==> config.mk <==
export PLATFORM = sky130hd
export DESIGN_NAME = pwm_duty_meter
export DESIGN_NICKNAME = d
export VERILOG_FILES = /design/src/rtl/pwm_duty_meter.sv
export SDC_FILE = /design/constraint.sdc
export NUM_CORES = 1
export LEC_CHECK = 0
export CAP_MARGIN = 20
export CORE_MARGIN = 1
export CORE_UTILIZATION = 36
export CTS_CLUSTER_DIAMETER = 30
export DETAILED_ROUTE_END_ITERATION = 8
export GPL_TIMING_DRIVEN = 1
export PLACE_DENSITY = 0.56
export SLEW_MARGIN = 30
export SYNTH_ARGS = -nofsm -noshare
export SYNTH_HDL_FRONTEND = slang
export SYNTH_SLANG_ARGS = --single-unit
==> constraint.sdc <==
create_clock -name i_clk -period 3.4 [get_ports i_clk]
set_input_delay 0.34 -clock i_clk [delete_from_list [all_inputs] [get_ports i_clk]]
set_output_delay 0.34 -clock i_clk [all_outputs]
set_load 0.005 [all_outputs]
==> src/rtl/pwm_duty_meter.sv <==
// Duty-cycle meter for a PWM line: synchronizes the input, measures high time per
// period and reports a 0..PERIOD duty code with lock/error status.
module pwm_duty_meter #(
  parameter int PERIOD      = 10,
  parameter int DUTY_W      = 4,
  parameter int CNT_W       = 5,
  parameter int SYNC_STAGES = 2
) (
  input  logic              i_clk,
  input  logic              i_rst,
  input  logic              i_pwm,
  output logic [DUTY_W-1:0] o_duty,
  output logic              o_valid,
  output logic              o_locked,
  output logic              o_error
);

  typedef enum logic [1:0] {SEARCH, MEASURE, STEADY} state_t;

  localparam logic [CNT_W-1:0]  CNT_MAX = '1;
  localparam logic [CNT_W-1:0]  CNT_ONE = CNT_W'(1);
  localparam logic [CNT_W-1:0]  PER_C   = CNT_W'(PERIOD);
  localparam logic [CNT_W-1:0]  TO_C    = CNT_W'(2 * PERIOD);
  localparam logic [DUTY_W-1:0] DUTY_HI = DUTY_W'(PERIOD);

  logic [SYNC_STAGES-1:0] sync_q;
  logic                   prev_q;
  logic                   sample, rise, fall;
  logic [CNT_W-1:0]       period_cnt, high_cnt;

  state_t            state_q, state_d;
  logic [DUTY_W-1:0] duty_d;
  logic              valid_d, locked_d, error_d;
  logic              steady_hi_q, steady_hi_d;

  assign sample = sync_q[SYNC_STAGES-1];
  assign rise   = sample & ~prev_q;
  assign fall   = ~sample & prev_q;

  // prev clears on reset, so a line held high through reset reads as a rising edge
  always_ff @(posedge i_clk) begin
    if (i_rst) begin
      sync_q <= '0;
      prev_q <= 1'b0;
    end else begin
      sync_q <= {sync_q[SYNC_STAGES-2:0], i_pwm};
      prev_q <= sample;
    end
  end

  always_ff @(posedge i_clk) begin
    if (i_rst) begin
      period_cnt <= '0;
      high_cnt   <= '0;
    end else if (rise) begin
      period_cnt <= CNT_ONE;
      high_cnt   <= CNT_ONE;
    end else begin
      if (period_cnt != CNT_MAX)          period_cnt <= period_cnt + CNT_ONE;
      if (sample && high_cnt != CNT_MAX)  high_cnt   <= high_cnt + CNT_ONE;
    end
  end

  // Rise evaluation sees the counters before their reload; rise beats timeout.
  always_comb begin
    state_d     = state_q;
    duty_d      = o_duty;
    valid_d     = 1'b0;
    locked_d    = o_locked;
    error_d     = o_error;
    steady_hi_d = steady_hi_q;
    case (state_q)
      SEARCH: if (rise) state_d = MEASURE;
      MEASURE: begin
        if (rise) begin
          if (period_cnt == PER_C) begin
            duty_d   = DUTY_W'(high_cnt);
            valid_d  = 1'b1;
            locked_d = 1'b1;
            error_d  = 1'b0;
          end else begin
            locked_d = 1'b0;
            error_d  = 1'b1;
          end
        end else if (period_cnt == TO_C) begin
          state_d     = STEADY;
          duty_d      = sample ? DUTY_HI : '0;
          valid_d     = 1'b1;
          locked_d    = 1'b1;
          error_d     = 1'b0;
          steady_hi_d = sample;
        end
      end
      STEADY: begin
        if (rise) begin
          state_d = MEASURE;
        end else if (fall && steady_hi_q) begin
          state_d  = SEARCH;
          locked_d = 1'b0;
        end
      end
      default: state_d = SEARCH;
    endcase
  end

  always_ff @(posedge i_clk) begin
    if (i_rst) begin
      state_q     <= SEARCH;
      o_duty      <= '0;
      o_valid     <= 1'b0;
      o_locked    <= 1'b0;
      o_error     <= 1'b0;
      steady_hi_q <= 1'b0;
    end else begin
      state_q     <= state_d;
      o_duty      <= duty_d;
      o_valid     <= valid_d;
      o_locked    <= locked_d;
      o_error     <= error_d;
      steady_hi_q <= steady_hi_d;
    end
  end

endmodule
* Yosys cells after proc, flatten, opt, wreduce, memory -nomap -nowiden *
Cells that the tools add are included.

storage, ports and cells
  register bits = 23
  input bits = 3
  word-level logic and storage cells = 73

cells by class
  $add $sub $neg = 2
  eq/ne operators = 14
  multiplexer cells = 25
  bitwise logic cells = 6
  reductions and logical operators = 14

operators with widths
  cell                                           count
  2-to-1 mux 4 bit                               4
  2-to-1 mux 1 bit                               14
  adder 5 x 1 -> 5 bit, second input constant    2
  2-to-1 mux 2 bit                               5
  != test 2 bit, second input constant           5
  != test 5 bit, second input constant           2
  AND reduction 4 bit                            2
  nonzero test 2 bit                             4
  != test 3 bit, second input constant           2
  one-hot mux 2 bit (3 select lines)             1
  AND reduction 3 bit                            2
  == test 5 x 4 -> 1 bit, second input constant  1
  == test 5 bit, second input constant           1
  NOT 1 bit                                      4
  OR reduction 2 bit                             2
  AND 1 bit                                      2
  == test 2 x 1 -> 1 bit, second input constant  1
  == test 2 bit, second input constant           1
  logical AND 1 bit                              2
  zero test 2 bit                                1
  != test 2 x 1 -> 1 bit, second input constant  1
  one-hot mux 1 bit (2 select lines)             1
  AND reduction 2 bit                            1

* Logic depth before layout (Yosys ltp) *
  depth in word-level cells = 6
  mapped depth = 7

* Least setup slack after synthesis *
OpenSTA, ideal clock, no wires.

  path kind = flip-flop to flip-flop
  from = register high_cnt[0]
  to = register high_cnt[3]
  library setup time = 0.116 ns
  arrival time = 1.440 ns
  required time = 3.284 ns
  slack = 1.844 ns
  cell stages (with the launch flop) = 8
  path buffers = 0
  path through = dfxtp_1 ha_1 and3_1 ha_1 and2b_1 nand4_1 xor2_1 nor2_1

between the ends
  word-level cells in the longest chain between the ends = 2

ends and longest elaborated chain
  item                                                          RTL line  text
  start, declared                                               29        logic [CNT_W-1:0] period_cnt, high_cnt;
  start signal, assigned                                        60        if (sample && high_cnt != CNT_MAX) high_cnt <= high_cnt + CNT_ONE;
  branches (longest 2 deep; another with adder 5 x 1 -> 5 bit)  -

Parallel ways; which one is timed is not known.
A chain may end at the register's enable or synchronous reset.

* Worst setup path in the final report *
Same ends and word-level chain as after synthesis.

==> results.toml <==
[status]
status = "complete, no violations"

[drt]
routed_via_density = 5.089
met2WireLength_um = 837
routedLengthMet1_um = 880
ant_nets = 0
highest_layer = "met4"
dr_total_vias = 743
drtPass1Iterations = 3
drt_iter0_markers = 11
dr_wl_met3_um = 56
wl_per_cell_um = 12.30
drc = 0
finalWirelength_um = 1796

[critical_path]
max_stage_delay_ns = 0.37
end_kind = "register"
reg2reg_to = "high_cnt[3]"
critPathSlowestCell = "dfxtp_1"
criticalPathCategory = "register to register"
reg2reg_slack_ns = 1.72
reg2reg_from = "high_cnt[0]"
start_kind = "register"
cp.arrival_ns = 1.90
crit_required_ns = 3.62
worst-r2r-cell-count = 7
crit_path_cell_trace = "ha_1 > and3_1 > ha_1 > and2b_1 > nand4_1 > xor2_1 > nor2_1"
crit_top_cell = "ha_1"
crit_fanout = 5

[run]
maxCapViolations = 0

[die]
dieWidth_um = 55.61
die_y_um = 55.61
core_area_mm2 = 0.002734
num_rows = 19
die_area_mm2 = 0.003092
io_pins = 10
start_util_pct = 37.85

[timing]
finalHoldViolCount = 0
slew_headroom_pct = 65.57
finalSetupViolations = 0
fmax_mhz = 593.8
max_slew.worst_pin.slew_ns = 0.5149
fin_skew_ns = 0.008679
slew_violations = 0
period_minus_slack_ns = 1.684
min_period_over_period_pct = 49.53
rsz0062_at_grt = "false"
tns_ns = 0

[synth]
ys_ff_latch = 23
avgSynthCellArea_um2 = 9.855
synth_edf_count = 0
syn_nets = 114
netlist_top_cells_area = "dfxtp_1, mux2i_1, ha_1"
synth_top_cell_by_area = "dfxtp_1"
ys_warn_count = 0
ys.flop_type = "dfxtp_1"
synth_seq_area_share_pct = 44.50
syn_inst = 105
yosysUniqueCellTypes = 33
yosysTopAreaCellShare_pct = 44.50
synth-async-reset-ratio_pct = 0
syn_area_mm2 = 0.001035

[cells_and_area]
fin_cells = 146
seq_area_um2 = 460.4
n_antenna_cell = 0
layout.nets = 125
multi_input_area_um2 = 546.8
final_cell_mix = "dfxtp_1, nor2_1, clkdlybuf4s50_1, mux2i_1"
layout-drive-gt1-share_pct = 8.696
final_common_cell = "dfxtp_1"
syn2layout_area_growth_pct = 13.06
nFillCells = 270

[place]
hpwl_um = 1302
portBuffers = 9
dp_cells = 142
gp_congestion = 0.7418

[clock_tree]
clkTransAtPathRegs_ns = 0.13
clk_path_buf_depth = 2
insertion_delay_ns = 0.31
ctsResizeCount = 0
cts_buffers = 3
cts_tree = "done"
cts_root_buffer = "clkbuf_4"
post-cts-setup-buffers = 0
h-tree-depth = 1
postCtsHoldBufs = 0
cts_sinks = 23

[hold_path]
hold_class = "register to register"
holdPathEnd = "sync_q[1]"
min_path_cells = 1
holdCritStartpoint = "sync_q[0]"

[pwr]
finalPower_uw = 439.9
peakVddDrop_mv = 0.3359
p_per_area_mw_per_mm2 = 376.0
p_leak_nw = 0.4287

[grt]
grt_max_degree = 17
antenna_found_initial = 0
gr-total-overflow = 0
grt_pass1_wl_um = 3222
grt_pass1_vias = 723
grt_usage_pct = 13.38
-- cells in the mapped netlist (2+ instances only) --
| library cell | count |
|---|---|
| ha_1 | 6 |
| and3_1 | 2 |
| xnor2_1 | 2 |
| o21ai_0 | 4 |
| mux2i_1 | 8 |
| dfxtp_1 | 23 |
| a21oi_1 | 4 |
| nand3_1 | 3 |
| nand2_1 | 2 |
| nor2_1 | 14 |
| xor2_1 | 3 |
| inv_1 | 2 |
| nor2b_1 | 6 |
| nand2b_1 | 6 |
| nand2_2 | 2 |
-- kinds of logic (layout without fill, tap and decap cells) --
logic type	count (synthesis)	in the layout	synth area share [%]
compound gates	14	14	9.675
xor+xnor	5	5	4.233
flops	23	23	44.50
fa+ha+maj	6	6	7.255
simple gates	44	44	23.94
mux	8	8	7.739
buf+inv	5	15	2.660
-- cell type report --
class | count | share of cell area (%)
tap | 31 | 3.316
clock buffer | 4 | 2.246
inverter | 2 | 0.6417
timing repair buffer | 9 | 7.701
sequential | 23 | 39.36
multi-input combinational | 77 | 46.74
-- critical path: cells and delay by family (launching register included) --
kind                       cells  cell delay, ns
and+or+nand+nor                4            0.68
xor gates and xnor gates       1            0.14
adders and majority gates      2            0.41
DFF                            1            0.37
-- registers in the layout, summed over array words and instances (netlist names) --
signal       count
o_error          1
o_locked         1
prev_q           1
steady_hi_q      1
sync_q           2
o_valid          1
state_q          2
high_cnt         5
o_duty           4
period_cnt       5
-- stage by stage --
step                      util, %  worst slack (ns)  instance area, µm²  hold slack [ns]
after CTS                   42.79             1.692                1170           0.4603
after detailed placement    41.83             1.667                1144           0.4331
after global routing        42.79             1.586                1170           0.4759
after floorplan                 -             1.844                1035           0.4138
final                       42.79             1.716                1170           0.4567
after global placement      41.83             1.699                1144           0.4328
-- routing by layer --
metal | GRT usage [%] | up-vias
li1 | - | 381
met1 | 16.79 | 350
met2 | 21.34 | 7
met3 | 4.884 | 5
met4 | 4.286 | 0
met5 | 0 | -
-- worst max path at each step --
stage | start | endpoint | slack [ns] | cells after the start
finish | high_cnt[0] | high_cnt[3] | 1.72 | 7
global placement | i_rst | high_cnt[1] | 1.70 | 3
global route | high_cnt[0] | high_cnt[3] | 1.59 | 7
floorplan | high_cnt[0] | high_cnt[3] | 1.84 | 7
CTS | high_cnt[0] | high_cnt[3] | 1.69 | 7
detailed placement | i_rst | high_cnt[2] | 1.67 | 3
-- report_power, final --
part / total (mW) / internal (mW) / switching (mW)
sequential: 0.283 / 0.276 / 0.00734
combinational: 0.0289 / 0.0139 / 0.0150
clock: 0.128 / 0.0459 / 0.0822
No activity file was read; power rests on OpenSTA's default activity.
